### config.mk
export PLATFORM = sky130hd
export DESIGN_NAME = connection_block_cfg
export DESIGN_NICKNAME = d
export VERILOG_FILES = /design/src/rtl/connection_block_cfg_pkg.sv /design/src/rtl/cb_input_mux.sv /design/src/rtl/connection_block_cfg.sv
export SDC_FILE = /design/constraint.sdc
export NUM_CORES = 1
export LEC_CHECK = 0
export BUFFER_PORTS_ARGS = -buffer_cell sky130_fd_sc_hd__buf_2
export CORE_MARGIN = 2
export CORE_UTILIZATION = 60
export DETAILED_ROUTE_END_ITERATION = 8
export PLACE_DENSITY = 0.76
export SLEW_MARGIN = 10
export SYNTH_ARGS = -nofsm -noshare
export SYNTH_HDL_FRONTEND = slang
export SYNTH_SLANG_ARGS = --single-unit
### constraint.sdc
create_clock -name clk -period 11.8 [get_ports clk]
set_clock_uncertainty 0.15 [all_clocks]
set_input_delay 0.59 -clock clk [delete_from_list [all_inputs] [get_ports clk]]
set_output_delay 0.59 -clock clk [all_outputs]
set_load 0.01 [all_outputs]
### src/rtl/connection_block_cfg_pkg.sv
// Shared types and helpers for the connection block configuration slice.
package connection_block_cfg_pkg;

  typedef enum logic [1:0] {
    IDLE  = 2'd0,
    LOAD  = 2'd1,
    READY = 2'd2
  } cb_state_e;

  // Elaboration-time ceil(log2(v)); only ever called with constants.
  function automatic int clog2(input int v);
    int r;
    r = 0;
    for (int i = 0; i < 31; i++) begin
      if ((1 << i) < v) r = i + 1;
    end
    return r;
  endfunction

endpackage

### src/rtl/cb_input_mux.sv
// One CLB input selector: code 0 and out-of-range codes give 0, code c gives src[c-1].
module cb_input_mux
  import connection_block_cfg_pkg::*;
#(
  parameter int N_IN  = 20,
  parameter int SEL_W = 5
) (
  input  logic [N_IN-1:0]  src,
  input  logic [SEL_W-1:0] sel,
  output logic             y
);

  always_comb begin
    y = 1'b0;
    for (int c = 1; c <= N_IN; c++) begin
      if (sel == SEL_W'(c)) y = src[c-1];
    end
  end

endmodule

### src/rtl/connection_block_cfg.sv
// Connection block between two CLBs with directional muxes/enables and a
// serially loaded shadow configuration committed atomically into the active copy.
module connection_block_cfg
  import connection_block_cfg_pkg::*;
#(
  parameter int WS         = 8,
  parameter int WD         = 8,
  parameter int WG         = 3,
  parameter int CLBIN      = 6,
  parameter int CLBOUT     = 1,
  parameter int CLBOS      = 2,
  parameter int CLBOD      = 2,
  parameter int CLBOS_BIAS = 0,
  parameter int CLBOD_BIAS = 0,
  parameter int CLBX       = 1
) (
  input  logic              clk,
  input  logic              rst,
  input  logic              cfg_start,
  input  logic              cfg_valid,
  input  logic              cfg_in,
  input  logic              cfg_commit,
  output logic              cfg_out,
  output logic              cfg_ready,
  output logic              cfg_done,
  output logic              cfg_err,
  input  logic [WS-1:0]     single_in,
  input  logic [WD-1:0]     double_in,
  input  logic [WG-1:0]     global_in,
  input  logic [CLBOUT-1:0] clb0_output,
  input  logic [CLBOUT-1:0] clb1_output,
  input  logic              clb0_cout,
  input  logic              clb1_cout,
  output logic [CLBIN-1:0]  clb0_input,
  output logic [CLBIN-1:0]  clb1_input,
  output logic              clb0_cin,
  output logic              clb1_cin,
  output logic [WS-1:0]     single_drv,
  output logic [WS-1:0]     single_oe,
  output logic [WD-1:0]     double_drv,
  output logic [WD-1:0]     double_oe
);

  localparam int N_IN    = WS + WD + WG + CLBX * CLBOUT;
  localparam int SEL_W   = clog2(N_IN + 1);
  localparam int SPO     = CLBOS + CLBOD;
  localparam int HALF    = CLBIN * SEL_W + CLBOUT * SPO;
  localparam int CFG_LEN = 2 * HALF;
  localparam int CNT_W   = clog2(CFG_LEN + 1);
  localparam int DH      = WD / 2;
  localparam int S_OFF   = CLBOS_BIAS * CLBOS * 2 * CLBOUT;
  localparam int D_OFF   = CLBOD_BIAS * CLBOD * 2 * CLBOUT;
  localparam int NSRC    = 2 * CLBOUT;

  cb_state_e          state, state_nxt;
  logic [CNT_W-1:0]   cnt, cnt_nxt;
  logic [CFG_LEN-1:0] shadow, active;
  logic               shift_en, commit_go, err_set;

  always_ff @(posedge clk or posedge rst) begin
    if (rst) state <= IDLE;
    else     state <= state_nxt;
  end

  // cfg_start wins over everything else in the same cycle and never flags an error.
  always_comb begin
    state_nxt = state;
    cnt_nxt   = cnt;
    shift_en  = 1'b0;
    commit_go = 1'b0;
    err_set   = 1'b0;
    if (cfg_start) begin
      state_nxt = LOAD;
      cnt_nxt   = '0;
    end else begin
      case (state)
        IDLE: begin
          shift_en = cfg_valid;
          err_set  = cfg_commit;
        end
        LOAD: begin
          err_set = cfg_commit;
          if (cfg_valid) begin
            shift_en = 1'b1;
            cnt_nxt  = cnt + CNT_W'(1);
            if (cnt == CNT_W'(CFG_LEN - 1)) state_nxt = READY;
          end
        end
        READY: begin
          err_set = cfg_valid;
          if (cfg_commit) begin
            commit_go = 1'b1;
            state_nxt = IDLE;
          end
        end
        default: state_nxt = IDLE;
      endcase
    end
  end

  always_ff @(posedge clk or posedge rst) begin
    if (rst) begin
      cnt      <= '0;
      shadow   <= '0;
      active   <= '0;
      cfg_done <= 1'b0;
      cfg_err  <= 1'b0;
    end else begin
      cnt      <= cnt_nxt;
      cfg_done <= commit_go;
      if (shift_en)  shadow  <= {shadow[CFG_LEN-2:0], cfg_in};
      if (commit_go) active  <= shadow;
      if (err_set)   cfg_err <= 1'b1;
    end
  end

  assign cfg_out   = shadow[CFG_LEN-1];
  assign cfg_ready = (state == READY);

  assign clb1_cin = clb0_cout;
  assign clb0_cin = clb1_cout;

  // Source order seen by the muxes: singles, doubles, globals, other CLB's outputs.
  logic [N_IN-1:0] src0, src1;
  generate
    if (CLBX != 0) begin : g_cross
      assign src0 = {clb1_output, global_in, double_in, single_in};
      assign src1 = {clb0_output, global_in, double_in, single_in};
    end else begin : g_nocross
      assign src0 = {global_in, double_in, single_in};
      assign src1 = {global_in, double_in, single_in};
    end
  endgenerate

  for (genvar i = 0; i < CLBIN; i++) begin : g_in
    cb_input_mux #(.N_IN(N_IN), .SEL_W(SEL_W)) u_mux0 (
      .src (src0),
      .sel (active[i*SEL_W +: SEL_W]),
      .y   (clb0_input[i])
    );
    cb_input_mux #(.N_IN(N_IN), .SEL_W(SEL_W)) u_mux1 (
      .src (src1),
      .sel (active[HALF + i*SEL_W +: SEL_W]),
      .y   (clb1_input[i])
    );
  end

  // Source j = s*CLBOUT + k; flattened enables keep the track loops simple.
  logic [NSRC-1:0]       clb_out_all;
  logic [NSRC*CLBOS-1:0] sen;
  logic [NSRC*CLBOD-1:0] den;

  assign clb_out_all = {clb1_output, clb0_output};

  for (genvar j = 0; j < NSRC; j++) begin : g_en
    localparam int EB = (j / CLBOUT) * HALF + CLBIN * SEL_W + (j % CLBOUT) * SPO;
    assign sen[j*CLBOS +: CLBOS] = active[EB +: CLBOS];
    assign den[j*CLBOD +: CLBOD] = active[EB + CLBOS +: CLBOD];
  end

  // Scanning sources high to low lets the lowest enabled (s,k) set drv last.
  for (genvar t = 0; t < WS; t++) begin : g_single
    logic oe_t, drv_t;
    always_comb begin
      oe_t  = 1'b0;
      drv_t = 1'b0;
      for (int j = NSRC - 1; j >= 0; j--) begin
        for (int b = CLBOS - 1; b >= 0; b--) begin
          if (((j * CLBOS + b + S_OFF) % WS) == t && sen[j*CLBOS + b]) begin
            oe_t  = 1'b1;
            drv_t = clb_out_all[j];
          end
        end
      end
    end
    assign single_oe[t]  = oe_t;
    assign single_drv[t] = drv_t;
  end

  for (genvar t = 0; t < WD; t++) begin : g_double
    if (t < DH) begin : g_drivable
      logic oe_t, drv_t;
      always_comb begin
        oe_t  = 1'b0;
        drv_t = 1'b0;
        for (int j = NSRC - 1; j >= 0; j--) begin
          for (int b = CLBOD - 1; b >= 0; b--) begin
            if (((j * CLBOD + b + D_OFF) % DH) == t && den[j*CLBOD + b]) begin
              oe_t  = 1'b1;
              drv_t = clb_out_all[j];
            end
          end
        end
      end
      assign double_oe[t]  = oe_t;
      assign double_drv[t] = drv_t;
    end else begin : g_upper
      assign double_oe[t]  = 1'b0;
      assign double_drv[t] = 1'b0;
    end
  end

endmodule

==> results of run 1 <==
## cells in the mapped netlist, types with 13 or more instances
library cell	number	area, um2
a21oi_1	51	255.2
a31oi_1	16	100.1
buf_2	24	120.1
buf_4	46	345.3
clkbuf_1	59	221.5
dfrtp_1	147	3679
inv_1	23	86.33
mux2_1	42	473.0
mux2_2	89	1002
mux2i_1	29	290.3
nand2_1	71	266.5
nand2b_1	27	168.9
nand3b_1	15	112.6
nor2_1	50	187.7
nor2b_1	28	175.2
nor3_1	21	105.1
nor3b_1	13	97.59
o21ai_0	58	290.3
## per-stage QoR
step | util [%] | hold slack, ns
after global placement | 61.36 | 0.3071
after global routing | 65.24 | 0.1508
after floorplan | - | 0.3089
final | 65.24 | 0.09622
after detailed placement | 61.36 | 0.3068
after CTS | 65.24 | 0.1131
## sequential cells by signal, summed over array words and instances (netlist names)
signal / flops
cfg_done: 1
active: 68
cnt: 7
state: 2
cfg_err: 1
shadow: 68
## how the worst min path moves through the flow
stage,start,to,cells past startpoint
after detailed placement,cfg_err$_DFFE_PP0P_,cfg_err$_DFFE_PP0P_,1
after floorplan,shadow[34]$_DFFE_PP0P_,active[34]$_DFFE_PP0P_,2
final,rst,cfg_err$_DFFE_PP0P_,2
after global routing,rst,cfg_err$_DFFE_PP0P_,2
after CTS,rst,active[36]$_DFFE_PP0P_,2
after global placement,cfg_err$_DFFE_PP0P_,cfg_err$_DFFE_PP0P_,1
## layer usage
layer	vias to the layer above	wire length, um	global-route usage [%]
met5	-	0	0
met4	0	342	9.108
met3	28	1273	4.129
met2	243	10010	41.39
met1	3616	9354	36.64
li1	3463	-	-
## worst reg2reg max path, stage by stage (launching register included)
cell and delay [ns]:
dfrtp_1 0.46, nand2_1 0.12, nor3_2 0.11, buf_4 0.78
mux2_2 0.46
## power by group through the flow
stage	Clock, W	Sequential (W)	Combinational (W)
after floorplan	0	0.000551	0.0000765
after global placement	0	0.000556	0.0000931
after detailed placement	0	0.000558	0.0000958
after CTS	0.000552	0.000548	0.0000964
after global routing	0.000574	0.000552	0.000106
final	0.000541	0.000549	0.0000959
## kinds of logic (layout without fill, tap and decap cells)
kind of cell               Yosys count  after routing  share of synthesized area (%)
AOI/OAI and AO/OA                  235            235                          16.22
xor gates and xnor gates             4              4                         0.3704
adders and majority gates            1              1                         0.1323
buffers and inverters              159            119                          8.532
DFF                                147            147                          38.89
muxes                              167            167                          20.33
other                                1             16                        0.03964
and+or+nand+nor                    277            277                          15.49
## cell type report
cell class                      count  area (um2)
Fill cell                        1261        5324
Timing Repair Buffer               61       312.8
Clock buffer                       18       439.2
Clock inverter                     14       153.9
Sequential cell                   147        3679
Multi-Input combinational cell    700        5040
Inverter                           26       102.6
Tap cell                          211       264.0
==> results.sh, run 1 <==
export IMPL_end_kind="output pin"
export IMPL_drive_gt1_share_pct=20.60
export IMPL_final_cell_mix="147 x dfrtp_1, 89 x mux2_2, 71 x nand2_1"
export IMPL_drc=0
export IMPL_synth_cell_type_count=76
export IMPL_gp_congestion=0.9050
export IMPL_synth_edf_count=0
export IMPL_setup_viol=0
export IMPL_cts_sinks=147
export IMPL_fin_tns_setup_ns=0
export IMPL_synth_ff_type="dfrtp_1"
export IMPL_place_ws_ns=8.762
export IMPL_outcome="complete, no violations"
export IMPL_r2r_cells=4
export IMPL_die_w_um=129.6
export IMPL_syn_area_per_cell_um2=9.545
export IMPL_p_leak_nw=4.513
export IMPL_placement_io_buffers=58
export IMPL_mostFrequentLayoutCell="dfrtp_1"
export IMPL_first_pass_iters=6
export IMPL_fin_ws_ns=8.429
export IMPL_start_util_pct=61.76
export IMPL_reg2reg_to="active[8]$_DFFE_PP0P_"
export IMPL_async_flop_share_pct=100.0
export IMPL_area_growth_syn_to_layout_pct=5.622
export IMPL_drt_vias_per_instance=6.245
export IMPL_wl_per_cell_um=17.82
export IMPL_clkLatencyLatePin_ns=0.43
export IMPL_critPathLaunchType="flop"
export IMPL_power_frac_clock_pct=45.6
export IMPL_period_needed_ns=3.371
export IMPL_slew_headroom_pct=33.83
export IMPL_path_max_fanout=22
export IMPL_rr_startpoint="state[1]$_DFFE_PP0P_"
export IMPL_ys_warn_count=0
export IMPL_p_sw_share_pct=25.00
export IMPL_r2r_slack_ns=9.60
export IMPL_dieArea_um2=16790
export IMPL_report_final_hold_viol_count=0
export IMPL_clk_path_buf_depth=2
export IMPL_core_um2=15310
export IMPL_stdcell_area_um2=9991
export IMPL_post_route_period_util_pct=28.57
export IMPL_vias=7350
export IMPL_crit_family="compound AO/OA/AOI/OAI gates"
export IMPL_overflow=0
export IMPL_grt_max_degree=85
export IMPL_peakVddDrop_mv=0.1073
export IMPL_net_switching_power_w=0.0002964
export IMPL_grt_pass1_vias=6687
export IMPL_worst_slew_pin_transition_ns=0.9925
export IMPL_num_rows=45
export IMPL_cp_depth=7
export IMPL_path_clk_slew_ns=0.06
export IMPL_grt_pass1_wl_um=34580
export IMPL_ant_nets=0
export IMPL_ioPinCount=79
export IMPL_max_cap_viol_count=0
export IMPL_numCtsBuffers=17
export IMPL_die_height_um=129.6
export IMPL_cts_tree="built"
export IMPL_cpPeakStageDelay_ns=0.72
export IMPL_cp_endpoint="clb1_input[5]"
export IMPL_crit_arrival_ns=2.63
export IMPL_nets=983
export IMPL_p_int_w=0.0008890
export IMPL_rsz0062_at_grt="false"
export IMPL_grt_usage_pct=26.07
export IMPL_critPathSlowestCell="dfrtp_1"
export IMPL_critical_path_class="reg2out"
export IMPL_powerDensity_nw_per_um2=118.6
export IMPL_final_cells=1177
export IMPL_dp_hpwl_um=13150
export IMPL_crit_buf_inv=1
export IMPL_maxSlewViolCount=0
export IMPL_place_area_um2=9398
export IMPL_antenna_found_initial=0
export IMPL_wl_um=20980
export IMPL_antenna_cells=0
export IMPL_drtIter0Drc=739
export IMPL_hold_buffers=0
export IMPL_total_power_w=0.001185
export IMPL_netlist_area_um2=9459
export IMPL_synthCells=991
export IMPL_htree_levels=4
export IMPL_p_comb_share_pct=8.1
export IMPL_dpl_cell_count=1145
export IMPL_clock_fmax_mhz=296.7
export IMPL_crit_path_start="active[59]$_DFFE_PP0P_"
export IMPL_hp_class="in2async"
export IMPL_crit_chain="nand3b_1 > a2111o_1 > a211o_1 > a211oi_2 > a211oi_1 > a41oi_2 > buf_2"
export IMPL_cts_root_buf="clkbuf_16"
export IMPL_seqPwrFrac_pct=46.3
export IMPL_post_cts_buffers=0
export IMPL_yosysSeqAreaShare_pct=38.89
export IMPL_ys_ff_latch=147
export IMPL_cts_resized=0
export IMPL_required_ns=11.06
No activity file was read; power rests on OpenSTA's default activity.
==> run 2, diff against run 1 <==
==> constraint.sdc (replaced) <==
create_clock -name clk -period 3.5 [get_ports clk]
set_clock_uncertainty 0.15 [all_clocks]
set_input_delay 0.175 -clock clk [delete_from_list [all_inputs] [get_ports clk]]
set_output_delay 0.175 -clock clk [all_outputs]
set_load 0.01 [all_outputs]
==> run 2 against run 1 <==
  * Non-clock buffer count grew 7
  * Setup slack lost 7.8 ns
  * Largest cell class unchanged
  * Count of clock-buffer cells in the layout shrank 1
  * First-iteration DRC count shrank 7.0%
  * Global-route usage grew 0.27 points
  * Hold slack gained 0.10 ns
  * Clock power grew to 3.5 times the previous value
  * Die area is the same
  * Utilization grew 0.78 points
==> results.sh, run 2 (synthesis gave the netlist of run 1 again) <==
export IMPL_area_growth_syn_to_layout_pct=6.891
export IMPL_core_um2=15310
export IMPL_grt_met3_usage_pct=4.211
export IMPL_crit_buf_inv=1
export IMPL_place_area_um2=9422
export IMPL_htree_levels=4
export IMPL_crit_chain="nand3b_1 > a2111o_1 > a211o_1 > a211oi_2 > a211oi_1 > a41oi_2 > buf_2"
export IMPL_rsz0062_at_grt="false"
export IMPL_num_rows=45
export IMPL_stdcell_area_um2=10110
export IMPL_critPathLaunchType="flop"
export IMPL_peakVddDrop_mv=0.3233
export IMPL_rr_startpoint="state[1]$_DFFE_PP0P_"
export IMPL_end_kind="output pin"
export IMPL_outcome="complete, no violations"
export IMPL_path_max_fanout=22
export IMPL_antenna_found_initial=0
export IMPL_cp_depth=7
export IMPL_required_ns=3.17
export IMPL_first_pass_iters=5
export IMPL_mostFrequentLayoutCell="dfrtp_1"
export IMPL_final_cell_mix="147 x dfrtp_1, 89 x mux2_2, 71 x nand2_1"
export IMPL_die_w_um=129.6
export IMPL_cts_root_buf="clkbuf_16"
export IMPL_wl_um=21440
export IMPL_maxSlewViolCount=0
export IMPL_dieArea_um2=16790
export IMPL_max_cap_viol_count=0
export IMPL_placement_io_buffers=58
export IMPL_cp_endpoint="clb1_input[5]"
export IMPL_p_leak_nw=4.560
export IMPL_grt_usage_pct=26.34
export IMPL_report_final_hold_viol_count=0
export IMPL_cpPeakStageDelay_ns=0.71
export IMPL_worst_slew_pin_transition_ns=0.8984
export IMPL_grt_most_used_layer="met2"
export IMPL_crit_family="compound AO/OA/AOI/OAI gates"
export IMPL_dp_hpwl_um=12670
export IMPL_path_clk_slew_ns=0.07
export IMPL_grt_pass1_vias=6595
export IMPL_grt_pass1_wl_um=34330
export IMPL_drc=0
export IMPL_total_power_w=0.004111
export IMPL_cts_sinks=147
export IMPL_hp_class="in2out"
export IMPL_slew_headroom_pct=40.11
export IMPL_drive_gt1_share_pct=20.45
export IMPL_clock_fmax_mhz=344.7
export IMPL_met1_usage_pct=38.21
export IMPL_clk_path_buf_depth=2
export IMPL_vias=7406
export IMPL_clkLatencyLatePin_ns=0.43
export IMPL_antenna_cells=0
export IMPL_ioPinCount=79
export IMPL_wl_per_cell_um=18.10
export IMPL_drt_vias_per_instance=6.255
export IMPL_overflow=0
export IMPL_critical_path_class="reg2out"
export IMPL_drtIter0Drc=687
export IMPL_post_cts_buffers=0
export IMPL_nets=990
export IMPL_grt_use_met2_pct=40.56
export IMPL_period_needed_ns=2.901
export IMPL_top_regs="active x68, shadow x68, cnt x7"
export IMPL_grt_max_degree=148
export IMPL_start_util_pct=61.76
export IMPL_r2r_cells=3
export IMPL_die_height_um=129.6
export IMPL_powerDensity_nw_per_um2=406.6
export IMPL_post_route_period_util_pct=82.90
export IMPL_reg2reg_to="shadow[22]$_DFFE_PP0P_"
export IMPL_critPathSlowestCell="dfrtp_1"
export IMPL_ant_nets=0
export IMPL_gp_congestion=0.9175
export IMPL_cts_tree="built"
export IMPL_crit_arrival_ns=2.58
export IMPL_r2r_slack_ns=1.42
export IMPL_crit_path_start="active[59]$_DFFE_PP0P_"
export IMPL_numCtsBuffers=17
export IMPL_fin_tns_setup_ns=0
export IMPL_setup_viol=0
[run 2: cell count changes in the layout (fill, tap and decap cells not counted)]
cell / previous run / this run
buf_12: 0 / 2
clkinv_4: 3 / 1
inv_8: 0 / 2
clkbuf_8: 1 / 0
clkinv_2: 2 / 1
dlygate4sd3_1: 0 / 7
buf_4: 3 / 1
bufinv_16: 2 / 3
inv_6: 5 / 6
[run 2: final cells by class]
cell class,instances,area (um2)
fill,1244,5204
multi-input combinational,700,5040
sequential,147,3679
clock buffer,17,425.4
timing repair buffer,68,407.9
tap,211,264.0
clock inverter,15,193.9
inverter,26,101.3
[run 2: routing by layer]
layer	routed length [um]	up-vias	share of wire (%)
li1	-	3494	-
met1	9818	3598	46
met2	9575	276	45
met3	1577	38	7.4
met4	463	0	2.2
met5	0	-	0
[run 2: worst min path at each step]
stage	endpoint	cells past startpoint	from	slack (ns)
3_3_place_gp	clb0_cin	0	clb1_cout	0.20
6_report	clb0_cin	0	clb1_cout	0.20
2_1_floorplan	shadow[0]$_DFFE_PP0P_	1	cfg_in	0.16
5_1_grt	clb0_cin	0	clb1_cout	0.20
3_5_place_dp	clb0_cin	0	clb1_cout	0.20
4_1_cts	clb0_cin	0	clb1_cout	0.20
[run 2: repair_timing]
item	in CTS	in global routing
hold endpoints to repair	158	0
hold buffers	7	0
resized for setup	0	0
endpoints found under the setup margin	0	0
[run 2: through the flow]
step                util [%]  hold WS (ns)  instances  setup slack [ns]
CTS                    66.02        0.2001       1184            0.5963
floorplan                  -        0.1597       1006             1.328
finish                 66.02        0.2000       1184            0.5985
global route           66.02        0.2000       1184            0.4594
global placement       61.52        0.2001       1145             1.108
detailed placement     61.52        0.2001       1145             1.069
[run 2: report_power, final]
group / internal (W) / total, W / switching, W
combinational: 0.000140 / 0.000339 / 0.000199
sequential: 0.00179 / 0.00185 / 0.0000647
clock: 0.00114 / 0.00192 / 0.000778
total: 0.00307 / 0.00411 / 0.00104
